**config.mk**
```make
export PLATFORM = sky130hd
export DESIGN_NAME = slot_reel_controller
export DESIGN_NICKNAME = d
export VERILOG_FILES = /design/src/rtl/slot_pkg.sv /design/src/rtl/slot_reel_controller_lfsr.sv /design/src/rtl/slot_reel_controller.sv
export SDC_FILE = /design/constraint.sdc
export NUM_CORES = 1
export LEC_CHECK = 0
export ABC_AREA = 0
export BUFFER_PORTS_ARGS = -buffer_cell sky130_fd_sc_hd__clkbuf_2
export CORE_MARGIN = 5
export CORE_UTILIZATION = 50
export CTS_CLUSTER_SIZE = 8
export DETAILED_ROUTE_END_ITERATION = 10
export GPL_TIMING_DRIVEN = 0
export PLACE_DENSITY = 0.76
export SLEW_MARGIN = 20
export SYNTH_ARGS = -nofsm -noshare
export SYNTH_HDL_FRONTEND = slang
export SYNTH_SLANG_ARGS = --single-unit
```
**constraint.sdc**
```tcl
create_clock -name clk_1Hz -period 3 [get_ports clk_1Hz]
set_input_delay 0.45 -clock clk_1Hz [delete_from_list [all_inputs] [get_ports clk_1Hz]]
set_output_delay 0.45 -clock clk_1Hz [all_outputs]
set_load 0.01 [all_outputs]
```
**src/rtl/slot_pkg.sv**
```systemverilog
// Shared types and defaults for the slot reel controller.
// Round states, default constants and a saturating adder.
package slot_pkg;

    typedef enum logic [1:0] {
        IDLE,
        SPIN,
        EVAL
    } state_e;

    localparam logic [15:0] DEF_SEED     = 16'hACE1;
    localparam logic [15:0] DEF_TAPS     = 16'hB400;
    localparam int          DEF_WIN_PTS  = 10;
    localparam int          DEF_PAIR_PTS = 1;

    function automatic logic [31:0] sat_add(
        input logic [31:0] a,
        input logic [31:0] b,
        input logic [31:0] max
    );
        logic [32:0] sum;
        sum = {1'b0, a} + {1'b0, b};
        return (sum > {1'b0, max}) ? max : sum[31:0];
    endfunction

endpackage

```
**src/rtl/slot_reel_controller_lfsr.sv**
```systemverilog
// Free-running Galois LFSR feeding the reel symbols.
// A zero seed would lock up, so it is replaced by 1.
module lfsr_galois #(
    parameter int               WIDTH = 16,
    parameter logic [WIDTH-1:0] SEED  = WIDTH'(16'hACE1),
    parameter logic [WIDTH-1:0] TAPS  = WIDTH'(16'hB400)
) (
    input  logic             clk,
    input  logic             rst,
    output logic [WIDTH-1:0] lfsr
);

    localparam logic [WIDTH-1:0] SEED_EFF =
        (SEED == '0) ? WIDTH'(1) : SEED;

    logic [WIDTH-1:0] lfsr_q;

    always_ff @(posedge clk or posedge rst) begin
        if (rst) begin
            lfsr_q <= SEED_EFF;
        end else if (lfsr_q[0]) begin
            lfsr_q <= (lfsr_q >> 1) ^ TAPS;
        end else begin
            lfsr_q <= lfsr_q >> 1;
        end
    end

    assign lfsr = lfsr_q;

endmodule

```
**src/rtl/slot_reel_controller.sv**
```systemverilog
// N-reel slot controller: spin, per-reel stop or timeout,
// then evaluate win/pair and accumulate a saturating score.
module slot_reel_controller
    import slot_pkg::*;
#(
    parameter int                NUM_REELS = 3,
    parameter int                SYM_W     = 2,
    parameter int                LFSR_W    = 16,
    parameter logic [LFSR_W-1:0] LFSR_SEED = LFSR_W'(DEF_SEED),
    parameter logic [LFSR_W-1:0] LFSR_TAPS = LFSR_W'(DEF_TAPS),
    parameter int                MAX_SPIN  = 15,
    parameter int                SCORE_W   = 8,
    parameter int                WIN_PTS   = DEF_WIN_PTS,
    parameter int                PAIR_PTS  = DEF_PAIR_PTS
) (
    input  logic                       clk_1Hz,
    input  logic                       rst,
    input  logic                       start,
    input  logic [NUM_REELS-1:0]       stop,
    output logic [NUM_REELS*SYM_W-1:0] reels,
    output logic [NUM_REELS-1:0]       spinning,
    output logic                       busy,
    output logic                       round_done,
    output logic                       win,
    output logic                       pair,
    output logic [SCORE_W-1:0]         score
);

    localparam int RW = NUM_REELS * SYM_W;
    localparam int CW = $clog2(MAX_SPIN + 1);
    localparam logic [31:0] SCORE_MAX = 32'((64'd1 << SCORE_W) - 1);

    state_e               state_q;
    logic [RW-1:0]        reels_q, reels_d;
    logic [NUM_REELS-1:0] spin_q, spin_d;
    logic [CW-1:0]        cnt_q;
    logic                 done_q, win_q, pair_q;
    logic [SCORE_W-1:0]   score_q;

    logic [LFSR_W-1:0]    lfsr;
    logic                 lfsr_unused;
    logic                 all_eq, any_eq, timeout;
    logic [31:0]          pts;

    lfsr_galois #(
        .WIDTH (LFSR_W),
        .SEED  (LFSR_SEED),
        .TAPS  (LFSR_TAPS)
    ) u_lfsr (
        .clk  (clk_1Hz),
        .rst  (rst),
        .lfsr (lfsr)
    );

    assign lfsr_unused = ^lfsr;

    // All-equal holds only if every pair matches.
    always_comb begin
        all_eq = 1'b1;
        any_eq = 1'b0;
        for (int i = 0; i < NUM_REELS; i++) begin
            for (int j = i + 1; j < NUM_REELS; j++) begin
                if (reels_q[i*SYM_W +: SYM_W] ==
                    reels_q[j*SYM_W +: SYM_W]) begin
                    any_eq = 1'b1;
                end else begin
                    all_eq = 1'b0;
                end
            end
        end
    end

    assign pts = all_eq ? 32'(WIN_PTS) :
                 any_eq ? 32'(PAIR_PTS) : 32'd0;

    assign timeout = (cnt_q == CW'(MAX_SPIN - 1));

    // A stopping reel is held, not loaded, on its stop edge.
    always_comb begin
        spin_d  = spin_q;
        reels_d = reels_q;
        for (int i = 0; i < NUM_REELS; i++) begin
            if (spin_q[i]) begin
                if (stop[i] || timeout) begin
                    spin_d[i] = 1'b0;
                end else begin
                    reels_d[i*SYM_W +: SYM_W] =
                        lfsr[i*SYM_W +: SYM_W];
                end
            end
        end
    end

    always_ff @(posedge clk_1Hz or posedge rst) begin
        if (rst) begin
            state_q <= IDLE;
            reels_q <= '0;
            spin_q  <= '0;
            cnt_q   <= '0;
            done_q  <= 1'b0;
            win_q   <= 1'b0;
            pair_q  <= 1'b0;
            score_q <= '0;
        end else begin
            done_q <= 1'b0;
            unique case (state_q)
                IDLE: begin
                    if (start) begin
                        state_q <= SPIN;
                        spin_q  <= '1;
                        cnt_q   <= '0;
                    end
                end
                SPIN: begin
                    cnt_q   <= cnt_q + CW'(1);
                    spin_q  <= spin_d;
                    reels_q <= reels_d;
                    if (spin_d == '0) begin
                        state_q <= EVAL;
                    end
                end
                EVAL: begin
                    win_q   <= all_eq;
                    pair_q  <= !all_eq && any_eq;
                    score_q <= SCORE_W'(sat_add(
                        32'(score_q), pts, SCORE_MAX));
                    done_q  <= 1'b1;
                    state_q <= IDLE;
                end
                default: state_q <= IDLE;
            endcase
        end
    end

    assign reels      = reels_q;
    assign spinning   = spin_q;
    assign busy       = (state_q != IDLE);
    assign round_done = done_q;
    assign win        = win_q;
    assign pair       = pair_q;
    assign score      = score_q;

endmodule

```
==> results of run 1 <==
metrics by stage:
| stage | utilization, % | power, mW | hold slack, ns | area (um2) | worst slack [ns] |
|---|---|---|---|---|---|
| global route | 60.2 | 1.89 | 0.0508 | 2220 | 0.118 |
| global placement | 57.2 | 1.36 | 0.339 | 2110 | 0.316 |
| finish | 60.2 | 1.75 | 0.0414 | 2220 | 0.247 |
| CTS | 60.2 | 1.78 | 0.0393 | 2220 | 0.233 |
| floorplan | - | 1.21 | 0.331 | 1920 | 0.410 |
| detailed placement | 57.7 | 1.41 | 0.338 | 2130 | 0.251 |
power by group through the flow:
stage / sequential [mW] / clock (mW) / combinational, mW
6_report: 0.812 / 0.359 / 0.579
5_1_grt: 0.833 / 0.407 / 0.652
4_1_cts: 0.811 / 0.382 / 0.591
3_5_place_dp: 0.823 / 0 / 0.587
3_3_place_gp: 0.805 / 0 / 0.555
2_1_floorplan: 0.828 / 0 / 0.386
flip-flops by register name, indices dropped and copies added, names as in the netlist:
register     count
round_done       1
state_q          2
cnt_q            4
reels            6
u_lfsr.lfsr     16
win              1
spinning         3
pair             1
score            8
area by class of cell:
type	instances	area [um2]
Buffer	1	11.3
Clock buffer	5	68.8
Clock inverter	3	21.3
Fill cell	310	1470
Inverter	5	23.8
Multi-Input combinational cell	107	823
Sequential cell	42	1060
Tap cell	48	60.1
Timing Repair Buffer	27	150
per-layer routing:
metal / vias up / global-route usage (%) / routed length (um)
met1: 609 / 17.4 / 1440
met5: - / 0 / 0
met4: 0 / 4.38 / 29
met3: 3 / 5.82 / 190
met2: 25 / 24.8 / 1750
li1: 608 / - / -
kinds of logic (layout without fill, tap and decap cells):
logic type	count (synthesis)	after routing	synth area share [%]
compound gates	23	23	9.97
buf+inv	6	41	1.83
xor+xnor	8	8	3.65
simple gates	61	61	18.9
mux	9	9	6.06
flops	42	42	55.3
fa+ha+maj	6	6	4.30
worst paths after layout:
check | start | end | slack, ns | cells after the start
worst min register to register | u_lfsr.lfsr[7] | u_lfsr.lfsr[6] | 0.36 | 0
min in group clk_1Hz | u_lfsr.lfsr[7] | u_lfsr.lfsr[6] | 0.36 | 0
worst max register to register | reels[4] | score[5] | 0.25 | 9
worst max-delay path | reels[4] | score[5] | 0.25 | 9
worst min-delay path | rst | cnt_q[2] | 0.04 | 2
max in group asynchronous | rst | u_lfsr.lfsr[15] | 2.46 | 3
worst max-delay path, delay by kind of cell (launching register included):
| family | cells | cell delay (ns) |
|---|---|---|
| simple gates | 3 | 0.75 |
| flops | 1 | 0.48 |
| fa+ha+maj | 2 | 0.60 |
| mux | 1 | 0.27 |
| compound gates | 3 | 0.55 |
cell usage in the layout, fill, tap and decap left out, drive strengths merged, types with 2 or more instances in the layout:
master  count
nand3       8
nor3        5
dfrtp      34
buf         2
a31oi       2
a21o        2
nand2      24
xor2        7
and3b       2
a22o        2
nor2        5
clkbuf     31
and3        2
nor3b       5
a21oi       5
dfstp       8
or3         2
inv         5
mux2        9
ha          5
clkinv      2
o21ai       6
==> results by group, run 1 <==
Placed design
  – IO buf count: 26
  – Post-DP HPWL: 2.51 mm
  – Final Wtd Congestion: 0.745
  – DP Cell Count: 230

Synthesis
  – Post-synthesis register bit count: 42
  – Post-Syn Area: 1920 um2
  – Top FF cell, synth: dfrtp_1
  – Dominant cells by area after synthesis: dfrtp_1 (44%), dfstp_2 (11%), nand2_1 (4.3%), ha_1 (3.3%), xor2_1 (3.2%)
  – Yosys Warn Count: 0
  – Synth cell types: 46
  – Top cell type's share of synthesized area: 44.3%
  – Seq/Total Area, Yosys: 55.3%
  – Number of flops mapped to enable cells by yosys: 0
  – Synth cell count leaders: dfrtp_1 (34), nand2_1 (22), dfstp_2 (8), nand3_1 (8), xor2_1 (7)
  – Area leader, netlist: dfrtp_1
  – Synthesized area per cell: 12.4 um2
  – Mapped Cells: 155
  – Most frequent cell after synthesis: dfrtp_1
  – Asr flop ratio synth: 100%
  – Net Count, Synth: 167

Cells and area
  – Area Overhead vs Synth: 15.6%
  – Layout cell share with drive strength beyond 1: 35.8%
  – Antenna cells: 0
  – Layout Cells excl Fill: 238
  – Final #Nets: 201

Routing
  – DRC Markers: 0
  – Post-DRT Antenna Nets: 0
  – Final wirelength: 3.41 mm
  – Vias per cell: 5.23
  – Detailed Routing Iterations Pass 1: 4
  – Total number of vias: 1245
  – Wire per inst: 14.3 um
  – Iter 0 DRT Violations: 32

Clocking
  – CTS sink count: 42
  – Post-CTS Resized: 0
  – Setup Buffers After CTS: 0
  – CTS H-tree lvls: 2
  – Num CTS Buffers: 5
  – CTS max path bufs: 2
  – Clk root buf: clkbuf_8
  – Clock-pin slew on the worst setup and hold paths: 0.08 ns
  – CTS Hold Bufs: 0
  – Clk_lat worst skew: 0.30 ns
  – TritonCTS clock tree: yes

Worst setup path
  – Req. time, crit path: 3.19 ns
  – Setup crit end kind: register
  – Critical path's slowest cell: dfrtp_1
  – Critical Path Fanout Max: 10
  – CP arrival: 2.94 ns
  – CP Launch Type: register
  – CP max stage delay: 0.48 ns
  – Critical path class: register to register
  – Critical-path cell list: or3_4 > a22oi_4 > nor3_1 > ha_1 > fa_1 > and3_1 > o21ai_4 > o21ai_2 > mux2_2

Pwr
  – Max VDD drop: 0.475 mV
  – Power Density: 788 nW/um2
  – Switching fraction of total power: 36.9%
  – Clock Power Share: 20.5%
  – P_int: 1.10 mW
  – Sequential share of power: 46.4%
  – Gate power share: 33.1%
  – P_sw: 0.646 mW
  – Pleak: 1.12 nW

Status
  – Outcome: finished clean

Hold path
  – Min-delay worst type: input pin to asynchronous set/reset pin

STA
  – Slew Limit Fails: 0
  – Final Cycle Share: 91.8%
  – Endpoints failing hold: 0
  – Max Clk Rate: 363 MHz
  – Setup-failing EPs final: 0
  – Final Critical Period: 2.75 ns
  – Worst-Margin Slew: 0.475 ns
  – Slew headroom: 68.3%
  – Fin Clk Skew: 0.00475 ns
  – RSZ-0062 raised after global routing: false
  – Setup_tns: 0 ns

Die
  – Die Wd: 72.0 um
  – I/O pin cnt: 27
  – Initial core utilization: 52.0%
  – FP Rows: 22
  – Die H: 72.0 um
  – DIE AREA: 5180 um2
  – Core ar.: 3690 um2

Global route
  – Grt total ovfl: 0
  – First-pass GRT wire length: 5.95 mm
  – GR Util All Layers: 14.7%
  – Vias in the first global route: 1288
  – Largest net degree at the start of global routing: 34
  – Initial antenna violation count: 0

Run
  – # Max-Cap Violations: 0
(Power assumes the default switching activity.)
==> inputs of run 2 (changes only) <==
--- a/config.mk
+++ b/config.mk
@@ -5,7 +5,7 @@
 export SDC_FILE = /design/constraint.sdc
 export NUM_CORES = 1
 export LEC_CHECK = 0
-export ABC_AREA = 0
+export ABC_AREA = 1
 export BUFFER_PORTS_ARGS = -buffer_cell sky130_fd_sc_hd__clkbuf_2
 export CORE_MARGIN = 5
 export CORE_UTILIZATION = 50
==> results by group, run 2 <==
STA
  – Final Cycle Share: 74.4% (-17 points)
  – Fin Clk Skew: 0.00889 ns (+0.00415 ns)
  – Setup-failing EPs final: 0 (unchanged)
  – Setup_tns: 0 ns (unchanged)
  – Max Clk Rate: 448 MHz (+23%)
  – RSZ-0062 raised after global routing: false
  – Final Critical Period: 2.23 ns (-0.522 ns)
  – Slew headroom: 68.4% (+0.085 points)
  – Slew Limit Fails: 0 (unchanged)
  – Slack of the critical path: 0.769 ns (+0.522 ns)
  – Endpoints failing hold: 0 (unchanged)
  – Hold WS: 0.139 ns (+0.0976 ns)
  – Worst-Margin Slew: 0.474 ns (-0.000985 ns)

Routing
  – Detailed Routing Iterations Pass 1: 4 (unchanged)
  – Total number of vias: 1413 (+13%)
  – Vias per cell: 4.91 (-6.2%)
  – Wire per inst: 13.0 um (-9.2%)
  – Final wirelength: 3.74 mm (+9.9%)
  – Iter 0 DRT Violations: 108 (+240%)
  – DRC Markers: 0 (unchanged)
  – Post-DRT Antenna Nets: 0 (unchanged)

Global route
  – First-pass GRT wire length: 6.06 mm (+1.7%)
  – GR Util All Layers: 15.4% (+0.62 points)
  – Grt total ovfl: 0 (unchanged)
  – Largest net degree at the start of global routing: 23 (-32%)
  – Initial antenna violation count: 0 (unchanged)
  – Vias in the first global route: 1324 (+2.8%)

Cells and area
  – Layout cell share with drive strength beyond 1: 26.7% (-9.1 points)
  – Number of flip-flops in the largest register: 16 (unchanged)
  – Most common cell after layout, fill and taps aside: nand2_1
  – Fill cells: 314 (+1.3%)
  – Layout Cells excl Fill: 288 (+21%)
  – Antenna cells: 0 (unchanged)
  – Most frequent cells in the layout: nand2_1 (60), dfrtp_1 (34), clkbuf_2 (26)
  – Fin area: 2290 um2 (+3.3%)
  – Final #Nets: 251 (+25%)
  – Final core occ: 61.7% (+1.5 points)
  – Area occupied by multi-input gates: 748 um2 (-9.1%)
  – Area Overhead vs Synth: 18.6%
  – Area occupied by registers: 1060 um2 (unchanged)

Placed design
  – IO buf count: 26 (unchanged)
  – Place WS: 0.781 ns (+0.530 ns)
  – Post-DP HPWL: 2.70 mm (+8.0%)
  – Final Wtd Congestion: 0.833 (+12%)
  – Placed Area: 2150 um2 (+1.0%)
  – DP Cell Count: 280 (+22%)

Synthesis
  – Top cell type's share of synthesized area: 44.0% (-0.32 points)
  – Seq/Total Area, Yosys: 54.9% (-0.39 points)
  – Net Count, Synth: 217 (+30%)
  – Synthesized area per cell: 9.43 um2 (-24%)
  – Most frequent cell after synthesis: nand2_1
  – Synth cell count leaders: nand2_1 (60), dfrtp_1 (34), inv_1 (24)
  – Number of flops mapped to enable cells by yosys: 0 (unchanged)
  – Yosys Warn Count: 0 (unchanged)
  – Area leader, netlist: dfrtp_1
  – Asr flop ratio synth: 100% (unchanged)
  – Synth cell types: 26 (-43%)
  – Top FF cell, synth: dfrtp_1
  – Post-synthesis register bit count: 42 (unchanged)
  – Dominant cells by area after synthesis: dfrtp_1 (44%), nand2_1 (12%), dfstp_2 (11%), nand3_1 (5.2%), inv_1 (4.7%)
  – Mapped Cells: 205 (+32%)
  – Post-Syn Area: 1930 um2 (+0.72%)

Clocking
  – CTS H-tree lvls: 2 (unchanged)
  – CTS Hold Bufs: 0 (unchanged)
  – CTS sink count: 42 (unchanged)
  – Clock-pin slew on the worst setup and hold paths: 0.08 ns (about the same)
  – Clk_lat worst skew: 0.30 ns (about the same)
  – Num CTS Buffers: 5 (unchanged)
  – Clk root buf: clkbuf_8
  – TritonCTS clock tree: yes
  – CTS max path bufs: 2 (unchanged)
  – Setup Buffers After CTS: 0 (unchanged)
  – Post-CTS Resized: 0 (unchanged)

Pwr
  – Power Density: 984 nW/um2 (+25%)
  – Max VDD drop: 0.581 mV (+22%)
  – Tot Pwr: 2.26 mW (+29%)
  – Pleak: 1.23 nW (+9.4%)

Worst setup path
  – Critical Path Fanout Max: 5 (-5)
  – CP Launch Type: register
  – Critical path's slowest cell: dfrtp_1
  – Critical-path cell list: inv_1 > nand2_1 > nand2_1 > nand2_1 > inv_1 > nand2_1 > and2_1 > ha_1 > fa_1 > nand3_1 > nand2_2 > nand4_1 > nand2_1 > nand2_1 > inv_1
  – Req. time, crit path: 3.20 ns (about the same)
  – Critical path class: register to register
  – Setup crit end kind: register
  – CP max stage delay: 0.43 ns (-0.05 ns)
  – Crit-path most repeated cell: nand2_1
  – CP arrival: 2.43 ns (-0.51 ns)

Die
  – FP Rows: 22 (unchanged)
  – Die Wd: 72.2 um (+0.31%)
  – I/O pin cnt: 27 (unchanged)
  – Initial core utilization: 52.0% (about the same)
  – Core ar.: 3720 um2 (+0.75%)
  – Die H: 72.2 um (+0.31%)
  – DIE AREA: 5210 um2 (+0.63%)

Run
  – # Max-Cap Violations: 0 (unchanged)

Status
  – Outcome: finished clean

Hold path
  – Min-delay worst type: input pin to asynchronous set/reset pin
[run 2: path summary, 6_finish.rpt]
path | endpoint | from | slack [ns] | cells after the start
setup / recovery | score[6] | reels[4] | 0.77 | 15
setup reg to reg | score[6] | reels[4] | 0.77 | 15
max in group asynchronous | u_lfsr.lfsr[0] | rst | 2.30 | 3
hold reg to reg | u_lfsr.lfsr[8] | u_lfsr.lfsr[9] | 0.35 | 0
min in group clk_1Hz | u_lfsr.lfsr[8] | u_lfsr.lfsr[9] | 0.35 | 0
hold / removal | score[0] | rst | 0.14 | 2
[run 2: area by class of cell]
type	count	area share, %
Multi-Input combinational cell	134	32.6
Inverter	27	4.42
Clock buffer	6	3.60
Timing Repair Buffer	27	6.87
Clock inverter	2	2.62
Buffer	2	0.982
Tap cell	48	2.62
Sequential cell	42	46.3
[run 2: critical path, delay by kind of cell (launching register included)]
kind,cells,cell delay [ns]
fa+ha+maj,2,0.59
simple gates,10,0.88
buf+inv,3,0.23
flops,1,0.43
[run 2: metal layers]
metal	wire length [um]	GRT usage (%)	part of all wire, %
met3	185	5.26	4.9
met4	68	5.85	1.8
met5	0	0	0
met2	1770	24.3	47
met1	1720	19.4	46
[run 2: where the power goes]
part	switching [mW]	internal (mW)
sequential	0.139	0.699
combinational	0.530	0.332
clock	0.201	0.355
[run 2: cells by family after synthesis]
group,count (synthesis),share of synthesized area [%]
AND/OR/NAND/NOR,107,28.3
flip-flops,42,54.9
buffers and inverters,29,6.41
AO/OA/AOI/OAI,18,4.79
XOR/XNOR,3,1.36
adder cells (fa/ha/maj),6,4.27
